--- config.mk ---
export PLATFORM = sky130hd
export DESIGN_NAME = fetch_stage
export DESIGN_NICKNAME = d
export VERILOG_FILES = /design/src/rtl/fetch_stage.sv
export SDC_FILE = /design/constraint.sdc
export NUM_CORES = 1
export LEC_CHECK = 0
export CAP_MARGIN = 20
export CORE_MARGIN = 3
export CORE_UTILIZATION = 30
export DETAILED_ROUTE_END_ITERATION = 7
export PLACE_DENSITY = 0.68
export SLEW_MARGIN = 20
export SYNTH_ARGS = -nofsm -noshare
export SYNTH_HDL_FRONTEND = slang
export SYNTH_SLANG_ARGS = --single-unit
--- constraint.sdc ---
create_clock -name clock -period 2.15 [get_ports clock]
set_input_delay 0.43 -clock clock [delete_from_list [all_inputs] [get_ports clock]]
set_output_delay 0.43 -clock clock [all_outputs]
set_load 0.005 [all_outputs]
--- src/rtl/fetch_stage.sv ---
// fetch_stage: instruction-fetch stage with PC, IF/ID pipeline register and
// saturating stall/flush debug counters. Hazard controls are sampled on posedge;
// priority is flush > stall > advance.
module fetch_stage #(
    parameter int                      ADDR_WIDTH  = 16,
    parameter int                      INSTR_WIDTH = 16,
    parameter logic [ADDR_WIDTH-1:0]   RESET_PC    = '0,
    parameter logic [INSTR_WIDTH-1:0]  NOP_INSTR   = '0
) (
    input  logic                    clock,
    input  logic                    reset_n,
    input  logic                    stall_ctrl,
    input  logic                    flush_ctrl,
    input  logic [ADDR_WIDTH-1:0]   branch_target,
    output logic [ADDR_WIDTH-1:0]   imem_addr,
    input  logic [INSTR_WIDTH-1:0]  imem_data,
    output logic [INSTR_WIDTH-1:0]  if_id_instr,
    output logic [ADDR_WIDTH-1:0]   if_id_pc,
    output logic                    if_id_valid,
    output logic [1:0]              fetch_state,
    output logic [15:0]             stall_cycles,
    output logic [7:0]              flush_count
);

    // Control semantics: there is no valid/ready handshake here. stall_ctrl and
    // flush_ctrl are level commands sampled once per posedge. if_id_valid marks
    // that the IF/ID slot holds a real instruction; the consumer never
    // back-pressures this block except through stall_ctrl from the hazard unit.

    typedef enum logic [1:0] {
        ST_FILL     = 2'd0,
        ST_RUN      = 2'd1,
        ST_STALL    = 2'd2,
        ST_REDIRECT = 2'd3
    } state_t;

    localparam logic [ADDR_WIDTH-1:0] PC_ONE = {{(ADDR_WIDTH-1){1'b0}}, 1'b1};

    state_t                   state_q, state_d;
    logic [ADDR_WIDTH-1:0]    pc_q, pc_d;
    logic [INSTR_WIDTH-1:0]   instr_q, instr_d;
    logic [ADDR_WIDTH-1:0]    ifpc_q, ifpc_d;
    logic                     valid_q, valid_d;
    logic [15:0]              stall_cnt_q, stall_cnt_d;
    logic [7:0]               flush_cnt_q, flush_cnt_d;

    // FSM state register; FILL only ever comes from reset.
    always_ff @(posedge clock or negedge reset_n) begin
        if (!reset_n) begin
            state_q <= ST_FILL;
        end else begin
            state_q <= state_d;
        end
    end

    // Next-state logic: the state records which action the last edge took.
    always_comb begin
        state_d = state_q;
        if (flush_ctrl) begin
            state_d = ST_REDIRECT;
        end else if (stall_ctrl) begin
            state_d = ST_STALL;
        end else begin
            state_d = ST_RUN;
        end
    end

    // FSM output: expose the state for debug.
    always_comb begin
        fetch_state = state_q;
    end

    // Datapath next-state: PC, IF/ID slot and saturating event counters.
    always_comb begin
        pc_d        = pc_q;
        instr_d     = instr_q;
        ifpc_d      = ifpc_q;
        valid_d     = valid_q;
        stall_cnt_d = stall_cnt_q;
        flush_cnt_d = flush_cnt_q;
        if (flush_ctrl) begin
            // Redirect and squash; a simultaneous stall is discarded.
            pc_d    = branch_target;
            instr_d = NOP_INSTR;
            valid_d = 1'b0;
            if (flush_cnt_q != 8'hFF) begin
                flush_cnt_d = flush_cnt_q + 8'd1;
            end
        end else if (stall_ctrl) begin
            if (stall_cnt_q != 16'hFFFF) begin
                stall_cnt_d = stall_cnt_q + 16'd1;
            end
        end else begin
            // Advance: latch the word at the current PC, PC wraps naturally.
            instr_d = imem_data;
            ifpc_d  = pc_q;
            valid_d = 1'b1;
            pc_d    = pc_q + PC_ONE;
        end
    end

    // Datapath registers with asynchronous reset.
    always_ff @(posedge clock or negedge reset_n) begin
        if (!reset_n) begin
            pc_q        <= RESET_PC;
            instr_q     <= NOP_INSTR;
            ifpc_q      <= '0;
            valid_q     <= 1'b0;
            stall_cnt_q <= '0;
            flush_cnt_q <= '0;
        end else begin
            pc_q        <= pc_d;
            instr_q     <= instr_d;
            ifpc_q      <= ifpc_d;
            valid_q     <= valid_d;
            stall_cnt_q <= stall_cnt_d;
            flush_cnt_q <= flush_cnt_d;
        end
    end

    // Output wiring: memory address is the live PC.
    always_comb begin
        imem_addr    = pc_q;
        if_id_instr  = instr_q;
        if_id_pc     = ifpc_q;
        if_id_valid  = valid_q;
        stall_cycles = stall_cnt_q;
        flush_count  = flush_cnt_q;
    end

endmodule
==> results of run 1 <==
[per-layer routing]
metal | vias up | global-route usage | routed length [um]
li1 | 1331 | - | -
met1 | 1370 | 0.167 | 3680
met2 | 87 | 0.230 | 4130
met3 | 5 | 0.0458 | 616
met4 | 0 | 0.0296 | 44
met5 | - | 0 | 0
[worst max-delay path by stage]
stage	from	to	slack, ns	cells past startpoint
final	stall_cycles[0]	stall_cycles[12]	0.29	5
after global routing	stall_cycles[0]	stall_cycles[12]	0.1	5
after CTS	stall_cycles[0]	stall_cycles[12]	0.28	5
after detailed placement	stall_ctrl	imem_addr[15]	-0.07	5
after global placement	stall_ctrl	stall_cycles[15]	-0.005	4
after floorplan	stall_cycles[0]	stall_cycles[1]	0.36	5
[cells in the final DEF (no fill, tap or decap), types with 2 or more instances in the layout]
cell type        synthesis  routed
or4_1                    4       4
clkbuf_16                0       9
nor2b_1                  2       2
nand4_1                  9       9
ha_1                     3       3
nor2_1                  27      26
nor4_1                   7       7
clkinvlp_4               0       3
clkinv_2                 0       2
xnor2_1                  7       7
dfrtp_1                 75      75
nor3_1                   6       6
o21ai_0                 14      14
o211ai_1                 2       2
xor2_1                  18      18
a21oi_1                  5       5
and3_1                   4       4
nand3_1                 12      12
mux2_2                  17      17
mux2i_1                 18      18
clkdlybuf4s50_1          0     108
buf_4                    0      16
bufinv_16                0       2
nand2_1                 28      28
a31oi_1                  7       7
inv_1                    6       6
[state kept, by name (all words and copies together), names as in the netlist]
| name | cells |
|---|---|
| fetch_state | 2 |
| if_id_pc | 16 |
| if_id_instr | 16 |
| flush_count | 8 |
| imem_addr | 16 |
| stall_cycles | 16 |
| if_id_valid | 1 |
[metrics by stage]
stage | setup slack, ns | total power, mW | instances | TNS [ns]
4_1_cts | 0.279 | 4.67 | 573 | 0
3_3_place_gp | -0.00457 | 3.01 | 557 | -0.00786
6_report | 0.288 | 4.60 | 573 | 0
2_1_floorplan | 0.357 | 2.32 | 304 | 0
3_5_place_dp | -0.0694 | 3.05 | 557 | -0.181
5_1_grt | 0.0998 | 4.85 | 573 | 0
[layout make-up]
| class | count | area (um^2) |
|---|---|---|
| fill | 1023 | 5870 |
| clock buffer | 9 | 225 |
| multi-input combinational | 210 | 1450 |
| inverter | 6 | 22.5 |
| timing repair buffer | 126 | 1230 |
| clock inverter | 7 | 92.6 |
| tap | 140 | 175 |
| sequential | 75 | 1880 |
[report_power, final]
part	total (mW)	switching (mW)	internal, mW	leakage [nW]
Clock	1.59	0.577	1.01	0.147
Sequential	1.93	0.278	1.65	0.930
Combinational	1.08	0.391	0.689	1.10
[cell families after synthesis]
| logic type | count (synthesis) | synth area share |
|---|---|---|
| adders and majority gates | 3 | 0.0111 |
| AOI/OAI and AO/OA | 33 | 0.0578 |
| and+or+nand+nor | 113 | 0.179 |
| DFF | 75 | 0.553 |
| muxes | 36 | 0.113 |
| buffers and inverters | 19 | 0.0217 |
| xor gates and xnor gates | 25 | 0.0645 |
==> results.cfg, run 1 <==
[final_layout]
finish.instance_area_um2 = 5070
fin_nets = 467
drive_gt1_frac = 0.132
area.growth.synth_to_final_pct = 49.2
post-route-util = 0.463
diodes = 0

[clock_network]
clk_pin_slew_ns = 0.06
clock_sinks = 75
cts_buffers = 9
root_buffer = clkbuf_16
cts_tree = done
ctsHtreeMaxLevel = 3
cts_resized = 0
postCtsSetupBuffers = 0
cts_buffer_depth = 2
cts_hold_buf = 0
clkLatencyLatePin_ns = 0.32

[die]
core_um2 = 10900
initial_core_util = 0.311
rows = 38
die_area_um2 = 12600
fp.dieH_um = 112
die_x_um = 112
design.portCount = 111

[logic_synthesis]
yosys_register_bits = 75
seq_area_frac_synth = 0.553
synth_area_leaders = dfrtp_1, mux2_2, mux2i_1
synth_cell_type_count = 43
synth_area_per_cell_um2 = 11.2
async_flop_share = 1.00
yosys.area.top_type = dfrtp_1
synth_top_flop_cell = dfrtp_1
synth_warnings = 0
yosysTopAreaCellShare = 0.553
yosys-top-cells-count = dfrtp_1, nand2_1, nor2_1
yosysMostFrequentCell = dfrtp_1
synth_edf_count = 0
syn_inst = 304
syn_nets = 343
synth_area_um2 = 3400

[worst_setup_path]
critPathMaxFanout = 6
setup.worst_path.class = flip-flop to flip-flop
crit_buf_inv = 0
end_kind = flip-flop
crit_path_max_incr_delay_ns = 0.50
cp-start-kind = flip-flop
cp.required_ns = 2.35
r2r_end = stall_cycles[12]
r2r_setup_slack_ns = 0.29
cp.arrival_ns = 2.06
cpMaxStageDelayCell = nor4_2
path_cells = ha_1 > nand3_1 > nor4_2 > nand4_1 > xnor2_1
r2r_start = stall_cycles[0]
crit_family = simple AND/OR/NAND/NOR gates
reg2regPathDepth = 5

[pwr]
cellPowerDensity_nw_per_um2 = 908
p_leak_nw = 2.18
ir_worst_vdd_uv = 365

[global_route]
grt_usage = 0.135
antenna_found_initial = 0
grt_start_max_net_pins = 41
grt_pass1_vias = 2879
grt_first_pass_wirelength_um = 14000
overflow = 0

[timing]
tightest_slew_ns = 0.474
setup_viol = 0
rsz0062_at_grt = false
hold_viol = 0
maxSlewViolCount = 0
clock.fmax_mhz = 537
skew_ns = 0.00398
slew-limit-headroom = 0.681
timing.hold.ws_ns = 0.0683
period_share = 0.866
period_needed_ns = 1.86

[flow_run]
max_cap_viol_count = 0

[status]
status = finished clean

[routing]
drt_iter0_drc = 144
drtPass1Iterations = 4
postRouteAntennaNets = 0
wl_per_cell_um = 14.8
via_per_inst = 4.87
drc_errors = 0
drt_wl_total_um = 8470
dr_total_vias = 2793

[placement]
place.port_buffers = 110
dp_hpwl_um = 6400
routabilityCongestion = 0.790
dpl-instance-area_um2 = 4750

[min_path]
hp-class = input port to async pin
No activity file was read; power rests on OpenSTA's default activity.
==> run 2: changes to the inputs <==
--- a/config.mk
+++ b/config.mk
@@ -8,6 +8,7 @@
 export CAP_MARGIN = 20
 export CORE_MARGIN = 3
 export CORE_UTILIZATION = 30
+export CTS_BUF_LIST = sky130_fd_sc_hd__clkbuf_4 sky130_fd_sc_hd__clkbuf_8 sky130_fd_sc_hd__clkbuf_16
 export DETAILED_ROUTE_END_ITERATION = 7
 export PLACE_DENSITY = 0.68
 export SLEW_MARGIN = 20
==> constraint.sdc (replaced) <==
create_clock -name clock -period 2.4 [get_ports clock]
set_input_delay 0.48 -clock clock [delete_from_list [all_inputs] [get_ports clock]]
set_output_delay 0.48 -clock clock [all_outputs]
set_load 0.005 [all_outputs]
==> run 2 against run 1 <==
Worst hold slack better by 0.028 ns. Sequential share of layout area up 0.064 points. Largest cell class unchanged. Final cell count down 0.87%. Worst setup slack better by 0.22 ns. Clock skew up 0.0013 ns. Register-to-register slack better by 0.22 ns. Largest power group unchanged. Via count down 1.9%.
==> results.cfg, run 2 (synthesized netlist as in run 1, its figures left out) <==
[routing]
via_per_inst = 4.83
postRouteAntennaNets = 0
drt_iter0_drc = 120
wl_per_cell_um = 14.6
drt_wl_total_um = 8300
drtPass1Iterations = 4
dr_total_vias = 2741
drc_errors = 0

[worst_setup_path]
setup.worst_path.class = flip-flop to flip-flop
cp.required_ns = 2.60
crit_path_max_incr_delay_ns = 0.52
cp-start-kind = flip-flop
cpMaxStageDelayCell = nor4_2
path_cells = ha_1 > nand3_1 > nor4_2 > nand4_1 > xnor2_1
critPathMaxFanout = 6
cp.arrival_ns = 2.09
end_kind = flip-flop

[status]
status = finished clean

[timing]
slew-limit-headroom = 0.703
period_share = 0.789
hold_viol = 0
skew_ns = 0.00529
clock.fmax_mhz = 528
tightest_slew_ns = 0.441
period_needed_ns = 1.89
finalSetupTns_ns = 0
maxSlewViolCount = 0
rsz0062_at_grt = false
setup_viol = 0

[final_layout]
final_common_cell = clkdlybuf4s50_1
fin_nets = 462
multiInputGateArea_um2 = 1450
drive_gt1_frac = 0.121
diodes = 0
finish.instance_area_um2 = 5060
nFillCells = 1050
final_cell_mix = clkdlybuf4s50_1, dfrtp_1, nand2_1
regArea_um2 = 1880
area.growth.synth_to_final_pct = 48.9

[flow_run]
max_cap_viol_count = 0

[clock_network]
cts_hold_buf = 0
clk_pin_slew_ns = 0.06
cts_buffers = 9
root_buffer = clkbuf_16
cts_tree = done
postCtsSetupBuffers = 0
clkLatencyLatePin_ns = 0.32
cts_resized = 0
ctsHtreeMaxLevel = 3
clock_sinks = 75
cts_buffer_depth = 2

[die]
die_area_um2 = 12600
initial_core_util = 0.311
die_x_um = 112
core_um2 = 10900
rows = 38
design.portCount = 111
fp.dieH_um = 112

[pwr]
p_total_mw = 4.23
p_leak_nw = 2.18
ir_worst_vdd_uv = 301
cellPowerDensity_nw_per_um2 = 836

[placement]
place.port_buffers = 110
routabilityCongestion = 0.810
dp_hpwl_um = 6200
dpl-instance-area_um2 = 4710

[global_route]
grt_pass1_vias = 2822
antenna_found_initial = 0
overflow = 0
grt_start_max_net_pins = 46
grt_first_pass_wirelength_um = 13900
grt_usage = 0.135

[min_path]
hp-class = input port to async pin
run 2: final timing paths:
check                           startpoint                to  slack, ns  depth (start not counted)
setup / recovery           stall_cycles[0]  stall_cycles[12]       0.51                          5
min in group clock              flush_ctrl   if_id_instr[14]       0.47                          2
hold / removal                     reset_n    fetch_state[1]        0.1                          1
hold reg to reg               if_id_pc[10]      if_id_pc[10]       0.50                          1
max in group asynchronous          reset_n     imem_addr[14]       1.72                          2
setup reg to reg           stall_cycles[0]  stall_cycles[12]       0.51                          5
run 2: power by group:
part | internal [mW] | switching, mW | total, mW | leakage, nW
clock | 1.05 | 0.497 | 1.55 | 0.173
sequential | 1.48 | 0.252 | 1.73 | 0.930
combinational | 0.611 | 0.338 | 0.949 | 1.08
run 2: critical path: cells and delay by family (launching register included):
family	cells	cell delay, ns
xor gates and xnor gates	1	0.15
adders and majority gates	1	0.22
DFF	1	0.43
and+or+nand+nor	3	0.97
run 2: metrics by stage:
stage	setup WS [ns]	hold WS, ns	util	cells
after detailed placement	0.199	0.458	0.431	552
final	0.507	0.0965	0.462	568
after global placement	0.245	0.457	0.431	552
after global routing	0.323	0.124	0.462	568
after floorplan	0.607	0.184	-	304
after CTS	0.502	0.109	0.462	568
run 2: layout make-up:
class                   count  share of cell area
clock buffers              11              0.0487
clock inverters             5              0.0198
inverters                   6             0.00445
multi-input cells         210               0.286
flip-flops and latches     75               0.371
well taps                 140              0.0346
repair buffers            121               0.235
run 2: routing by layer:
| metal | track usage | share of wire | vias up |
|---|---|---|---|
| li1 | - | - | 1326 |
| met4 | 0.0337 | 0.0099 | 0 |
| met2 | 0.220 | 0.47 | 93 |
| met1 | 0.175 | 0.45 | 1310 |
| met5 | 0 | 0 | - |
| met3 | 0.0464 | 0.070 | 12 |
